<file path="config.mk">
export PLATFORM = sky130hd
export DESIGN_NAME = rv32m_div_seq
export DESIGN_NICKNAME = d
export VERILOG_FILES = /design/src/rtl/rv32m_pkg.sv /design/src/rtl/rv32m_div_step.sv /design/src/rtl/rv32m_div_seq.sv
export SDC_FILE = /design/constraint.sdc
export NUM_CORES = 1
export LEC_CHECK = 0
export BUFFER_PORTS_ARGS = -buffer_cell sky130_fd_sc_hd__buf_4
export CAP_MARGIN = 20
export CORE_MARGIN = 5
export CORE_UTILIZATION = 40
export CTS_CLUSTER_DIAMETER = 80
export DETAILED_ROUTE_END_ITERATION = 8
export PLACE_DENSITY_LB_ADDON = 0.05
export SYNTH_ARGS = -nofsm -noshare
export SYNTH_HDL_FRONTEND = slang
export SYNTH_HIERARCHICAL = 1
export SYNTH_SLANG_ARGS = --single-unit
</file>
<file path="constraint.sdc">
create_clock -name CLK -period 3.2 [get_ports CLK]
set_input_delay 0.16 -clock CLK [delete_from_list [all_inputs] [get_ports CLK]]
set_output_delay 0.16 -clock CLK [all_outputs]
set_load 0.01 [all_outputs]
</file>
<file path="src/rtl/rv32m_pkg.sv">
// Shared RV32M types and constants.
//   sign_type_t      : operand signedness decoded from the instruction
//   div_state_t      : sequential divider FSM states
//   DIV_OVF_DIVIDEND : most-negative dividend, used to detect signed overflow
package rv32m_pkg;

    typedef enum logic [1:0] {
        SIGNED          = 2'd0,
        UNSIGNED        = 2'd1,
        SIGNED_UNSIGNED = 2'd2
    } sign_type_t;

    typedef enum logic [1:0] {
        IDLE = 2'd0,
        CALC = 2'd1,
        FIX  = 2'd2,
        DONE = 2'd3
    } div_state_t;

    localparam logic [31:0] DIV_OVF_DIVIDEND = 32'h8000_0000;

endpackage

</file>
<file path="src/rtl/rv32m_div_step.sv">
// One combinational restoring-division step.
//   rem_in  : partial remainder, always < divisor
//   q_in    : shifting dividend/quotient register
//   divisor : magnitude of the divisor
//   rem_out : partial remainder after this step
//   q_out   : q_in shifted left with the new quotient bit in bit 0
module rv32m_div_step #(
    parameter int WIDTH = 32
) (
    input  logic [WIDTH-1:0] rem_in,
    input  logic [WIDTH-1:0] q_in,
    input  logic [WIDTH-1:0] divisor,
    output logic [WIDTH-1:0] rem_out,
    output logic [WIDTH-1:0] q_out
);

    // The shifted remainder needs one extra bit: with a divisor >= 2^(WIDTH-1)
    // the partial remainder can reach 2^(WIDTH-1) and the shift would
    // otherwise drop its MSB. After subtraction it fits in WIDTH bits again.
    logic [WIDTH:0] trial;
    logic           ge;

    always_comb begin
        trial   = {rem_in, q_in[WIDTH-1]};
        ge      = (trial >= {1'b0, divisor});
        rem_out = ge ? (trial[WIDTH-1:0] - divisor) : trial[WIDTH-1:0];
        q_out   = {q_in[WIDTH-2:0], ge};
    end

endmodule

</file>
<file path="src/rtl/rv32m_div_seq.sv">
// Iterative radix-2 restoring divider for DIV/DIVU/REM/REMU.
//   CLK, RST  : clock, synchronous active-high reset
//   start     : request, accepted only in IDLE and only without flush
//   flush     : abandon any in-flight operation, no done pulse
//   div_type  : 0 = quotient, 1 = remainder
//   sign_type : SIGNED = signed operation, anything else = unsigned
//   dividend  : rs1, divisor : rs2 (sampled only at acceptance)
//   busy      : high in CALC and FIX
//   done      : one-cycle pulse, result valid
//   result    : quotient or remainder, held until the next result is written
// Handshake: the decoder raises start and holds it; the op is accepted on the
// first edge in IDLE with flush low. busy covers the iteration, done pulses
// once when result is updated. Starts seen outside IDLE are dropped.
module rv32m_div_seq
    import rv32m_pkg::*;
#(
    parameter int WIDTH = 32
) (
    input  logic             CLK,
    input  logic             RST,
    input  logic             start,
    input  logic             flush,
    input  logic             div_type,
    input  sign_type_t       sign_type,
    input  logic [WIDTH-1:0] dividend,
    input  logic [WIDTH-1:0] divisor,
    output logic             busy,
    output logic             done,
    output logic [WIDTH-1:0] result
);

    localparam int CW = $clog2(WIDTH);
    localparam logic [WIDTH-1:0] OVF_DIVIDEND = DIV_OVF_DIVIDEND[WIDTH-1:0];

    div_state_t       state_q, state_d;
    logic [CW-1:0]    counter_q, counter_d;
    logic [WIDTH-1:0] rem_q, rem_d;
    logic [WIDTH-1:0] quo_q, quo_d;
    logic [WIDTH-1:0] dvs_q, dvs_d;
    logic [WIDTH-1:0] result_q, result_d;
    logic             div_type_q, div_type_d;
    logic             neg_quo_q, neg_quo_d;
    logic             neg_rem_q, neg_rem_d;

    logic             is_signed, a_neg, b_neg, div_zero, sgn_ovf;
    logic [WIDTH-1:0] abs_a, abs_b;
    logic [WIDTH-1:0] step_rem, step_quo;

    rv32m_div_step #(.WIDTH(WIDTH)) u_step (
        .rem_in  (rem_q),
        .q_in    (quo_q),
        .divisor (dvs_q),
        .rem_out (step_rem),
        .q_out   (step_quo)
    );

    always_comb begin
        is_signed = (sign_type == SIGNED);
        a_neg     = is_signed & dividend[WIDTH-1];
        b_neg     = is_signed & divisor[WIDTH-1];
        abs_a     = a_neg ? (~dividend + 1'b1) : dividend;
        abs_b     = b_neg ? (~divisor + 1'b1) : divisor;
        div_zero  = (divisor == '0);
        sgn_ovf   = is_signed && (dividend == OVF_DIVIDEND) && (divisor == '1);
    end

    always_comb begin
        state_d    = state_q;
        counter_d  = counter_q;
        rem_d      = rem_q;
        quo_d      = quo_q;
        dvs_d      = dvs_q;
        result_d   = result_q;
        div_type_d = div_type_q;
        neg_quo_d  = neg_quo_q;
        neg_rem_d  = neg_rem_q;

        case (state_q)
            IDLE: begin
                if (start && !flush) begin
                    div_type_d = div_type;
                    neg_quo_d  = a_neg ^ b_neg;
                    neg_rem_d  = a_neg;
                    rem_d      = '0;
                    quo_d      = abs_a;
                    dvs_d      = abs_b;
                    if (div_zero) begin
                        // Remainder is the raw rs1 value regardless of signedness.
                        result_d = div_type ? dividend : '1;
                        state_d  = DONE;
                    end else if (sgn_ovf) begin
                        result_d = div_type ? '0 : OVF_DIVIDEND;
                        state_d  = DONE;
                    end else begin
                        counter_d = CW'(WIDTH - 1);
                        state_d   = CALC;
                    end
                end
            end
            CALC: begin
                rem_d = step_rem;
                quo_d = step_quo;
                if (counter_q == '0) begin
                    state_d = FIX;
                end else begin
                    counter_d = counter_q - 1'b1;
                end
            end
            FIX: begin
                if (div_type_q) begin
                    result_d = neg_rem_q ? (~rem_q + 1'b1) : rem_q;
                end else begin
                    result_d = neg_quo_q ? (~quo_q + 1'b1) : quo_q;
                end
                state_d = DONE;
            end
            DONE: begin
                state_d = IDLE;
            end
            default: begin
                state_d = IDLE;
            end
        endcase

        // A flush abandons the op from any state and must not touch result.
        if (flush) begin
            state_d  = IDLE;
            result_d = result_q;
        end
    end

    always_ff @(posedge CLK) begin
        if (RST) begin
            state_q    <= IDLE;
            counter_q  <= '0;
            rem_q      <= '0;
            quo_q      <= '0;
            dvs_q      <= '0;
            result_q   <= '0;
            div_type_q <= 1'b0;
            neg_quo_q  <= 1'b0;
            neg_rem_q  <= 1'b0;
        end else begin
            state_q    <= state_d;
            counter_q  <= counter_d;
            rem_q      <= rem_d;
            quo_q      <= quo_d;
            dvs_q      <= dvs_d;
            result_q   <= result_d;
            div_type_q <= div_type_d;
            neg_quo_q  <= neg_quo_d;
            neg_rem_q  <= neg_rem_d;
        end
    end

    assign busy   = (state_q == CALC) || (state_q == FIX);
    assign done   = (state_q == DONE);
    assign result = result_q;

endmodule

</file>
# Word-level counts from Yosys, hierarchy flattened
# Index checks and enable logic that the tools add are counted.
# totals
out_inout_bits	34
reg_bits	138
elab_cells	78
in_bits	71
# op_classes
n_reduce_logical	17
bitwise_logic	8
n_mux	26
addsub	6
order_cmp	1
n_eq_ne	11
# ops
op	count
$mux W32	13
$pmux W32 S2	3
$add A32 B1 Y32 const B	4
$not A32 Y32	4
$eq A32 B32 Y1 const B	2
$ge A33 B32 Y1	1
$logic_not A32 Y1	1
$sub A32 B32 Y32	1
$mux W5	4
$ne A2 B2 Y1 const B	5
$pmux W5 S2	1
$mux W2	4
$pmux W2 S4	1
$reduce_and A2 Y1	3
$logic_not A5 Y1	1
$reduce_and A5 Y1	1
$sub A5 B1 Y5 const B	1
$eq A2 B2 Y1 const B	2
$logic_not A2 Y1	2
$reduce_and A4 Y1	1
$reduce_bool A2 Y1	2
$logic_and A1 B1 Y1	3
$ne A3 B3 Y1 const B	1
$and A1 B1 Y1	2
other kinds (6)	6

# Longest topological paths before layout
# Gate-level depths: netlist (run 1).
# depth
depth_word	7
ltp_mapped	16
ltp_nobuf	13

# Modules after synthesis
# Netlist (run 1), hierarchy kept.
# by_module_without_submodules
mod	cells_per_inst	area_each_um2	seq_area_each_um2	instances
rv32m_div_seq	1149	8822.2	2762.6	1
rv32m_div_step	355	2571.2	0.0	1

# Worst setup path after synthesis (run 1)
# Ideal clock, no wire load.
# synth_timing
path_kind	register -> register
startpoint	register rem_q[9]
endpoint	register rem_q[21]
setup_slack_ns	0.149
path_stages_with_launch	16
path_buffers	3
t_arrival_ns	2.923
required_ns	3.072
period_less_slack_ns	3.051
setup_ns	0.128
cell_sequence	dfxtp_1 -> ha_1 -> clkbuf_1 -> nand4_1 -> a211oi_1 -> or3_4 -> nor4b_4 -> o21ai_2 -> a31oi_4 -> o21a_4 -> inv_2 -> buf_6 -> buf_12 -> mux2_4 -> a22oi_1 -> nor2_1
# synth_between
elab_chain_len	3
word_cells_on_any_way	4
classes_between	add/sub: 1; order compare: 1; mux: 2
# synth_lines
element	line	rtl
from (decl)	rv32m_div_seq.sv:37	logic [WIDTH-1:0] rem_q, rem_d;
from (signal assigned)	rv32m_div_seq.sv:146	rem_q <= rem_d;
$ge A33 B32 Y1	rv32m_div_step.sv:25	ge = (trial >= {1'b0, divisor});
net u_step.ge	rv32m_div_step.sv:21	logic ge;
$mux W32	rv32m_div_step.sv:26	rem_out = ge ? (trial[WIDTH-1:0] - divisor) : trial[WIDTH-1:0];
net step_rem[21]	rv32m_div_seq.sv:47	logic [WIDTH-1:0] step_rem, step_quo;
$pmux W32 S2	rv32m_div_seq.sv:78	case (state_q)
# The timed path passes the listed nets, and every way through them passes these cells.
# A chain may end at the register's enable or synchronous reset.

# Final worst setup path (run 1)
# layout_timing
startpoint	register quo_q[31]
endpoint	register rem_q[28]
# layout_between
elab_chain_len	3
word_cells_on_any_way	4
classes_between	add/sub: 1; order compare: 1; mux: 2
# layout_lines
element	line	rtl
from (decl)	rv32m_div_seq.sv:38	logic [WIDTH-1:0] quo_q, quo_d;
from (signal assigned)	rv32m_div_seq.sv:147	quo_q <= quo_d;
$sub A32 B32 Y32 or $ge A33 B32 Y1 (tied branches)	rv32m_div_step.sv:26, rv32m_div_step.sv:25	
$mux W32 *	rv32m_div_step.sv:26	
net step_rem[28]	rv32m_div_seq.sv:47	
$pmux W32 S2 *	rv32m_div_seq.sv:78	
# The timed path passes the listed nets; every way through them passes the cells marked *.

==> results of run 1 <==
-- layout by cell type, fill, tap and decap left out, types with 11 or more instances in the layout --
cell | Yosys | layout
o21ai_0 | 101 | 101
clkbuf_16 | 0 | 17
nor4_1 | 21 | 20
nor2_1 | 141 | 140
a31oi_1 | 25 | 25
a21o_1 | 11 | 11
or3_1 | 13 | 13
buf_4 | 33 | 188
a211oi_1 | 26 | 26
ha_1 | 44 | 38
o211ai_1 | 13 | 13
o41ai_1 | 17 | 17
a22oi_1 | 28 | 28
inv_1 | 63 | 63
xnor2_1 | 75 | 75
xor2_1 | 64 | 64
nand3_1 | 29 | 29
nand4_1 | 21 | 21
nand2_1 | 148 | 148
nand2b_1 | 23 | 23
or4_1 | 18 | 18
nor3_1 | 28 | 26
dfxtp_1 | 138 | 138
a21oi_1 | 108 | 106
mux2_2 | 20 | 20
o22ai_1 | 12 | 12
o31ai_1 | 25 | 24
nor2b_1 | 14 | 14
-- synthesized netlist by cell type, drive strengths merged (4+ instances only) --
| cell | count |
|---|---|
| nand4 | 21 |
| inv | 64 |
| o21a | 11 |
| o41ai | 21 |
| a31oi | 26 |
| and3 | 10 |
| xnor2 | 75 |
| clkbuf | 75 |
| nor4 | 25 |
| a211oi | 32 |
| ha | 44 |
| and2 | 8 |
| nor3b | 5 |
| a311oi | 8 |
| nor2 | 145 |
| o21ai | 109 |
| o22ai | 12 |
| or2 | 6 |
| xor2 | 64 |
| nand3 | 29 |
| a22oi | 28 |
| or4 | 19 |
| nand2b | 23 |
| mux2i | 8 |
| nor3 | 29 |
| a21o | 11 |
| a221oi | 9 |
| mux2 | 29 |
| nand2 | 148 |
| or3 | 14 |
| o31ai | 25 |
| a21oi | 109 |
| nor2b | 14 |
| dfxtp | 138 |
| o21bai | 4 |
| buf | 49 |
| o211ai | 13 |
| a21boi | 7 |
-- per-layer routing --
| layer | vias to the layer above | routed length (um) | GRT usage (%) |
|---|---|---|---|
| met5 | - | 13 | 0 |
| met1 | 5302 | 19300 | 37.4 |
| met3 | 26 | 3240 | 5.53 |
| met4 | 2 | 399 | 4.51 |
| li1 | 5577 | - | - |
| met2 | 414 | 17200 | 36.4 |
-- timing repair --
| action | CTS | global route |
|---|---|---|
| endpoints found under the hold margin | 2 | 0 |
| gates resized for setup | 0 | 14 |
| hold buffers | 1 | 0 |
| setup endpoints to repair | 0 | 29 |
| setup buffers | 0 | 2 |
-- critical path: stages, from the launching register on --
cell and delay, ns:
dfxtp_1 0.31, inv_1 0.08, ha_2 0.20, fa_2 0.23, nor2b_1 0.07, o31a_1 0.27
buf_4 0.16, o211ai_1 0.40, o2111ai_2 0.21, a31o_2 0.29, a21oi_2 0.15, xnor2_1 0.09
mux2_4 0.25, a22oi_1 0.15, nor2_1 0.06
-- power groups by stage --
stage	clock network [mW]	logic [mW]	registers [mW]
final	2.04	1.12	1.85
after global routing	2.16	1.23	1.85
after CTS	2.08	1.09	1.84
after detailed placement	0	1.08	1.88
after global placement	0	1.08	1.88
after floorplan	0	0.720	1.86
-- sequential cells by signal (all words and copies together), names as in the netlist, 2 cells and up --
signal     flops
counter_q      5
dvs_q         32
quo_q         32
rem_q         32
result        32
state_q        2
-- final timing paths --
kind / end / slack (ns) / start
worst max register to register: rem_q[28]$_SDFFE_PP0P_ / 0.12 / quo_q[31]$_SDFFE_PP0P_
worst min register to register: result[14]$_SDFFE_PP0P_ / 0.46 / result[14]$_SDFFE_PP0P_
worst max-delay path: rem_q[28]$_SDFFE_PP0P_ / 0.12 / quo_q[31]$_SDFFE_PP0P_
worst min-delay path: dvs_q[0]$_SDFFE_PP0P_ / 0.04 / divisor[0]
-- metrics by stage --
step | hold WS [ns] | instance area [um^2]
after floorplan | 0.237 | 11400
after global placement | 0.370 | 12700
after detailed placement | 0.374 | 12700
after CTS | 0.0171 | 13300
after global routing | 0.0299 | 13400
final | 0.0362 | 13400
-- kinds of logic (layout without fill, tap and decap cells) --
group	after synthesis	after routing	synth area share [%]
and+or+nand+nor	509	509	22.2
AOI/OAI and AO/OA	448	448	26.2
buffers and inverters	188	287	7.84
xor gates and xnor gates	139	139	10.7
DFF	138	138	24.2
adders and majority gates	45	45	5.01
muxes	37	37	3.87
-- area by class of cell --
type | count | area [um^2] | share of cell area [%]
clock inverter | 14 | 150 | 1.12
inverter | 64 | 240 | 1.80
tap | 378 | 473 | 3.54
sequential | 138 | 2760 | 20.7
multi-input combinational | 1178 | 7840 | 58.7
timing repair buffer | 191 | 1460 | 10.9
clock buffer | 18 | 439 | 3.29
==> flow_metrics.env, run 1 <==
export IMPL_outcome="finished clean"
export IMPL_crit_fanout=3
export IMPL_critPathLaunchType="flop"
export IMPL_path_class="reg -> reg"
export IMPL_report_final_slew_viol_count=0
export IMPL_synth_distinct_cells=88
export IMPL_synth_top_area_share_pct=24.2
export IMPL_combPwrFrac_pct=22.4
export IMPL_slew_headroom_pct=46.5
export IMPL_initial_core_util_pct=40.8
export IMPL_yosysTopAreaCell="dfxtp_1"
export IMPL_rr_worst_depth=14
export IMPL_firstDrtPassIters=7
export IMPL_wirelength_um=40200
export IMPL_fin_skew_ns=0.0181
export IMPL_io_buffers=104
export IMPL_clk_pin_slew_ns=0.07
export IMPL_ir_drop_mv=0.233
export IMPL_internal_power_mw=3.35
export IMPL_area_growth_synth_to_final_pct=17.3
export IMPL_hp_class="in -> reg"
export IMPL_die_area_um2=32000
export IMPL_cts_tree="yes"
export IMPL_utilization_pct=47.8
export IMPL_core_um2=27900
export IMPL_hpwlAfterDp_um=30800
export IMPL_fillers=2867
export IMPL_dp_cells=1945
export IMPL_grt_pass1_wl_um=61500
export IMPL_tns_ns=0
export IMPL_p_total_mw=5.01
export IMPL_cellPowerDensity_nw_per_um2=375
export IMPL_drc_errors=0
export IMPL_p_sw_mw=1.67
export IMPL_clock_latency_ns=0.43
export IMPL_yosys_top_cells_area="dfxtp_1 24%, xnor2_1 5.8%, xor2_1 4.9%"
export IMPL_gp_congestion=0.891
export IMPL_cts_buffers=17
export IMPL_synth_ff_type="dfxtp_1"
export IMPL_grt_max_degree=69
export IMPL_whs_path_depth=3
export IMPL_antenna_found_initial=1
export IMPL_power_leakage_nw=5.19
export IMPL_fin_crit_ns=3.08
export IMPL_pre_cts_ws_ns=0.0892
export IMPL_synth_area_um2=11400
export IMPL_synth_area_per_cell_um2=7.58
export IMPL_sequentialPowerShare_pct=36.8
export IMPL_final_layout_size_suffix_gt1_share_pct=19.5
export IMPL_switching_share_pct=33.2
export IMPL_first_iter_violations=1007
export IMPL_num_vias=11321
export IMPL_pwr_share_clk_pct=40.8
export IMPL_cts_root_buf="clkbuf_16"
export IMPL_synth_edf_count=0
export IMPL_avgRoutedWirePerCell_um=20.3
export IMPL_crit_required_ns=3.48
export IMPL_row_count=61
export IMPL_yosysWarnings=6
export IMPL_worstMarginPinSlew_ns=0.802
export IMPL_synthesis_instances=1504
export IMPL_final_net_count=1706
export IMPL_ant_nets=0
export IMPL_cts_htree_levels=4
export IMPL_setup_ws_ns=0.122
export IMPL_worstPathArrival_ns=3.36
export IMPL_viasPerCell=5.71
export IMPL_async_reset_ff_share_pct=0
export IMPL_hold_viol=0
export IMPL_setup_violations=0
export IMPL_fmax_mhz=325
export IMPL_period_share_pct=96.2
export IMPL_ys_ff_latch=138
export IMPL_fp_dieW_um=179
export IMPL_grt_pass1_vias=10376
export IMPL_cap_violations=0
export IMPL_diodes=0
export IMPL_die_y_um=179
export IMPL_crit_path_end_kind="flop"
export IMPL_grt_remaining_overflow=0
export IMPL_stdcell_count=1981
export IMPL_synth_sequential_area_ratio_pct=24.2
export IMPL_gr_usage_all_layers_pct=24.8
export IMPL_cts_sinks=138
export IMPL_syn_num_nets=1620
export IMPL_cts_max_path_buffers=2
export IMPL_io_pins=105
Note: power is estimated with default switching activity, not from simulation.
==> run 2: changes to the inputs <==
--- a/config.mk
+++ b/config.mk
@@ -14,5 +14,4 @@
 export PLACE_DENSITY_LB_ADDON = 0.05
 export SYNTH_ARGS = -nofsm -noshare
 export SYNTH_HDL_FRONTEND = slang
-export SYNTH_HIERARCHICAL = 1
 export SYNTH_SLANG_ARGS = --single-unit
==> run 2 against run 1 <==
Combinational power is 11% lower. First-iteration DRC count is 6.5% lower. Worst hold slack better by 0.00064 ns. Global-route usage down 0.81 points. Utilization grew 2.2 points. Wire length fell by 12%. Die area down 8.7%. Cell area down 5.3%. Critical path depth fell by 5. Count of clock-buffer cells in the layout increased by 1. Worst setup slack got worse by 0.045 ns. Non-clock buffer count rose by 14. Largest power group unchanged. Highest routed layer is now met4.
==> flow_metrics.env, run 2 <==
export IMPL_outcome="finished clean"
export IMPL_ant_nets=0
export IMPL_grt_max_degree=63
export IMPL_p_total_mw=4.95
export IMPL_slew_headroom_pct=51.0
export IMPL_cpMostUsedCell="or4_4"
export IMPL_grt_pass1_wl_um=56300
export IMPL_slowest_stage="or4_4"
export IMPL_cts_tree="yes"
export IMPL_clk_pin_slew_ns=0.06
export IMPL_synth_compound_area_share_pct=28.4
export IMPL_cts_sinks=138
export IMPL_cp_num_buf_inv=0
export IMPL_area_growth_synth_to_final_pct=22.4
export IMPL_cts_htree_levels=4
export IMPL_io_buffers=104
export IMPL_yosys_top_cells_area="dfxtp_1 27%, nand2_1 7.2%, o21ai_0 7.0%"
export IMPL_grt_busiest_layer="met2"
export IMPL_cts_root_buf="clkbuf_16"
export IMPL_post_cts_setup_buffers=0
export IMPL_mostFrequentLayoutCell="buf_4"
export IMPL_yosysTopAreaCell="dfxtp_1"
export IMPL_avgRoutedWirePerCell_um=18.5
export IMPL_use_met3_pct=3.72
export IMPL_die_area_um2=29200
export IMPL_path_class="reg -> reg"
export IMPL_dp_cells=1870
export IMPL_crit_chain="or4_4 > or4b_4 > or3_4 > or4_4 > o41ai_4 > xnor2_1 > o22a_1 > o21ai_2 > o21ai_1"
export IMPL_hp_class="in -> reg"
export IMPL_drc_errors=0
export IMPL_synth_edf_count=0
export IMPL_synth_mux_area_share_pct=0.677
export IMPL_gp_congestion=0.921
export IMPL_initial_core_util_pct=40.8
export IMPL_async_reset_ff_share_pct=0
export IMPL_yosysWarnings=0
export IMPL_synth_area_um2=10300
export IMPL_whs_endpoint="div_type_q$_SDFFE_PP0P_"
export IMPL_setup_violations=0
export IMPL_synth_area_per_cell_um2=7.27
export IMPL_row_count=58
export IMPL_rr_worst_depth=9
export IMPL_final_net_count=1676
export IMPL_first_iter_violations=942
export IMPL_synth_top_family_by_area="compound AO/OA/AOI/OAI gates"
export IMPL_stdcell_count=1903
export IMPL_firstDrtPassIters=5
export IMPL_critPathTopFamily="simple AND/OR/NAND/NOR gates"
export IMPL_fin_crit_ns=3.12
export IMPL_synthSimpleGateAreaFrac_pct=21.4
export IMPL_met2_usage_pct=36.7
export IMPL_worstMarginPinSlew_ns=0.735
export IMPL_fmax_mhz=320
export IMPL_ys_ff_latch=138
export IMPL_crit_path_end_kind="flop"
export IMPL_grt_pass1_vias=10054
export IMPL_cellPowerDensity_nw_per_um2=391
export IMPL_power_leakage_nw=5.06
export IMPL_antenna_found_initial=0
export IMPL_slowest_delay_ns=0.54
export IMPL_cts_max_path_buffers=2
export IMPL_reg2reg_slack_ns=0.08
export IMPL_whs_path_depth=3
export IMPL_crit_fanout=5
export IMPL_r2r_end="result[28]$_SDFFE_PP0P_"
export IMPL_synthesis_instances=1423
export IMPL_grt_remaining_overflow=0
export IMPL_utilization_pct=50.0
export IMPL_final_layout_size_suffix_gt1_share_pct=16.6
export IMPL_synth_common_cells="198 x nand2_1, 145 x o21ai_0, 138 x dfxtp_1"
export IMPL_hpwlAfterDp_um=27200
export IMPL_tns_ns=0
export IMPL_synthAdderAreaFrac_pct=5.52
export IMPL_io_pins=105
export IMPL_synth_top_area_share_pct=26.7
export IMPL_final_cell_mix="202 x buf_4, 198 x nand2_1, 145 x o21ai_0, 138 x dfxtp_1, 118 x nor2_1"
export IMPL_critPathLaunchType="flop"
export IMPL_report_final_slew_viol_count=0
export IMPL_gr_usage_all_layers_pct=24.0
export IMPL_synth_sequential_area_ratio_pct=26.7
export IMPL_die_y_um=171
export IMPL_hold_viol=0
export IMPL_grt_use_met1_pct=36.2
export IMPL_synth_ff_type="dfxtp_1"
export IMPL_worstPathArrival_ns=3.49
export IMPL_fin_skew_ns=0.0169
export IMPL_min_delay_start="div_type"
export IMPL_r2r_start="quo_q[4]$_SDFFE_PP0P_"
export IMPL_ir_drop_mv=0.299
export IMPL_period_share_pct=97.6
export IMPL_viasPerCell=5.63
export IMPL_diodes=0
export IMPL_fp_dieW_um=171
export IMPL_cts_buffers=17
export IMPL_yosysMostFrequentCell="nand2_1"
export IMPL_rsz0062_at_grt="yes"
export IMPL_core_um2=25300
export IMPL_synth_xor_area_share_pct=12.0
export IMPL_clock_latency_ns=0.43
export IMPL_syn_num_nets=1539
export IMPL_synth_distinct_cells=68
export IMPL_cap_violations=0
export IMPL_wirelength_um=35300
export IMPL_crit_required_ns=3.57
export IMPL_num_vias=10706
[run 2: cell count changes in the layout (fill, tap and decap cells not counted), sizes merged, moves of 18 or more]
| cell | before | now |
|---|---|---|
| nand2 | 148 | 198 |
| o21ai | 109 | 148 |
| mux2 | 29 | 0 |
| nor2 | 145 | 119 |
| a22oi | 28 | 5 |
| a31oi | 26 | 8 |
[run 2: power breakdown]
part           switching [mW]  internal, mW  total, mW
combinational           0.581         0.423       1.00
clock                   0.849          1.26       2.11
sequential             0.0598          1.78       1.84
[run 2: worst max path at each step]
stage                                          to             startpoint  depth (start not counted)
after floorplan           result[28]$_SDFFE_PP0P_  quo_q[4]$_SDFFE_PP0P_                          9
after global placement     result[3]$_SDFFE_PP0P_           dividend[20]                         14
after detailed placement  result[28]$_SDFFE_PP0P_  quo_q[4]$_SDFFE_PP0P_                          9
after CTS                 result[28]$_SDFFE_PP0P_  quo_q[4]$_SDFFE_PP0P_                          9
after global routing      result[28]$_SDFFE_PP0P_  quo_q[4]$_SDFFE_PP0P_                          9
final                     result[28]$_SDFFE_PP0P_  quo_q[4]$_SDFFE_PP0P_                          9
[run 2: area by class of cell]
class	count	area, um^2
Clock buffer	19	443
Clock inverter	13	166
Fill cell	2556	12700
Inverter	58	218
Multi-Input combinational cell	1140	7090
Sequential cell	138	2760
Tap cell	330	413
Timing Repair Buffer	205	1570
[run 2: metrics by stage]
stage	setup WS, ns	hold WS, ns	cell area, um^2
final	0.0773	0.0369	12700
after global routing	-0.0493	0.0562	12700
after CTS	0.00856	0.0265	12600
after detailed placement	0.0116	0.406	12000
after global placement	0.0412	0.401	12000
after floorplan	0.0531	0.239	10300
[run 2: worst min-delay path, delay by kind of cell]
kind / cells / cell delay, ns
compound gates: 1 / 0.06
buf+inv: 1 / 0.14
simple gates: 1 / 0.05
[run 2: kinds of logic (layout without fill, tap and decap cells)]
| group | after synthesis | count (layout) |
|---|---|---|
| adder cells (fa/ha/maj) | 45 | 45 |
| AO/OA/AOI/OAI | 468 | 468 |
| flip-flops | 138 | 138 |
| multiplexers | 7 | 7 |
| buffers and inverters | 145 | 295 |
| AND/OR/NAND/NOR | 478 | 478 |
| XOR/XNOR | 142 | 142 |
[run 2: layer usage]
layer / part of all wire [%] / up-vias
li1: - / 5411
met1: 49 / 4989
met3: 5.8 / 19
met2: 44 / 287
met5: 0 / -
met4: 0.93 / 0
[run 2: timing repair]
item | CTS | global route
pin swaps | 0 | 2
endpoints found under the hold margin | 2 | 0
hold buffers | 1 | 0
resized for setup | 1 | 3
setup endpoints to repair | 1 | 6
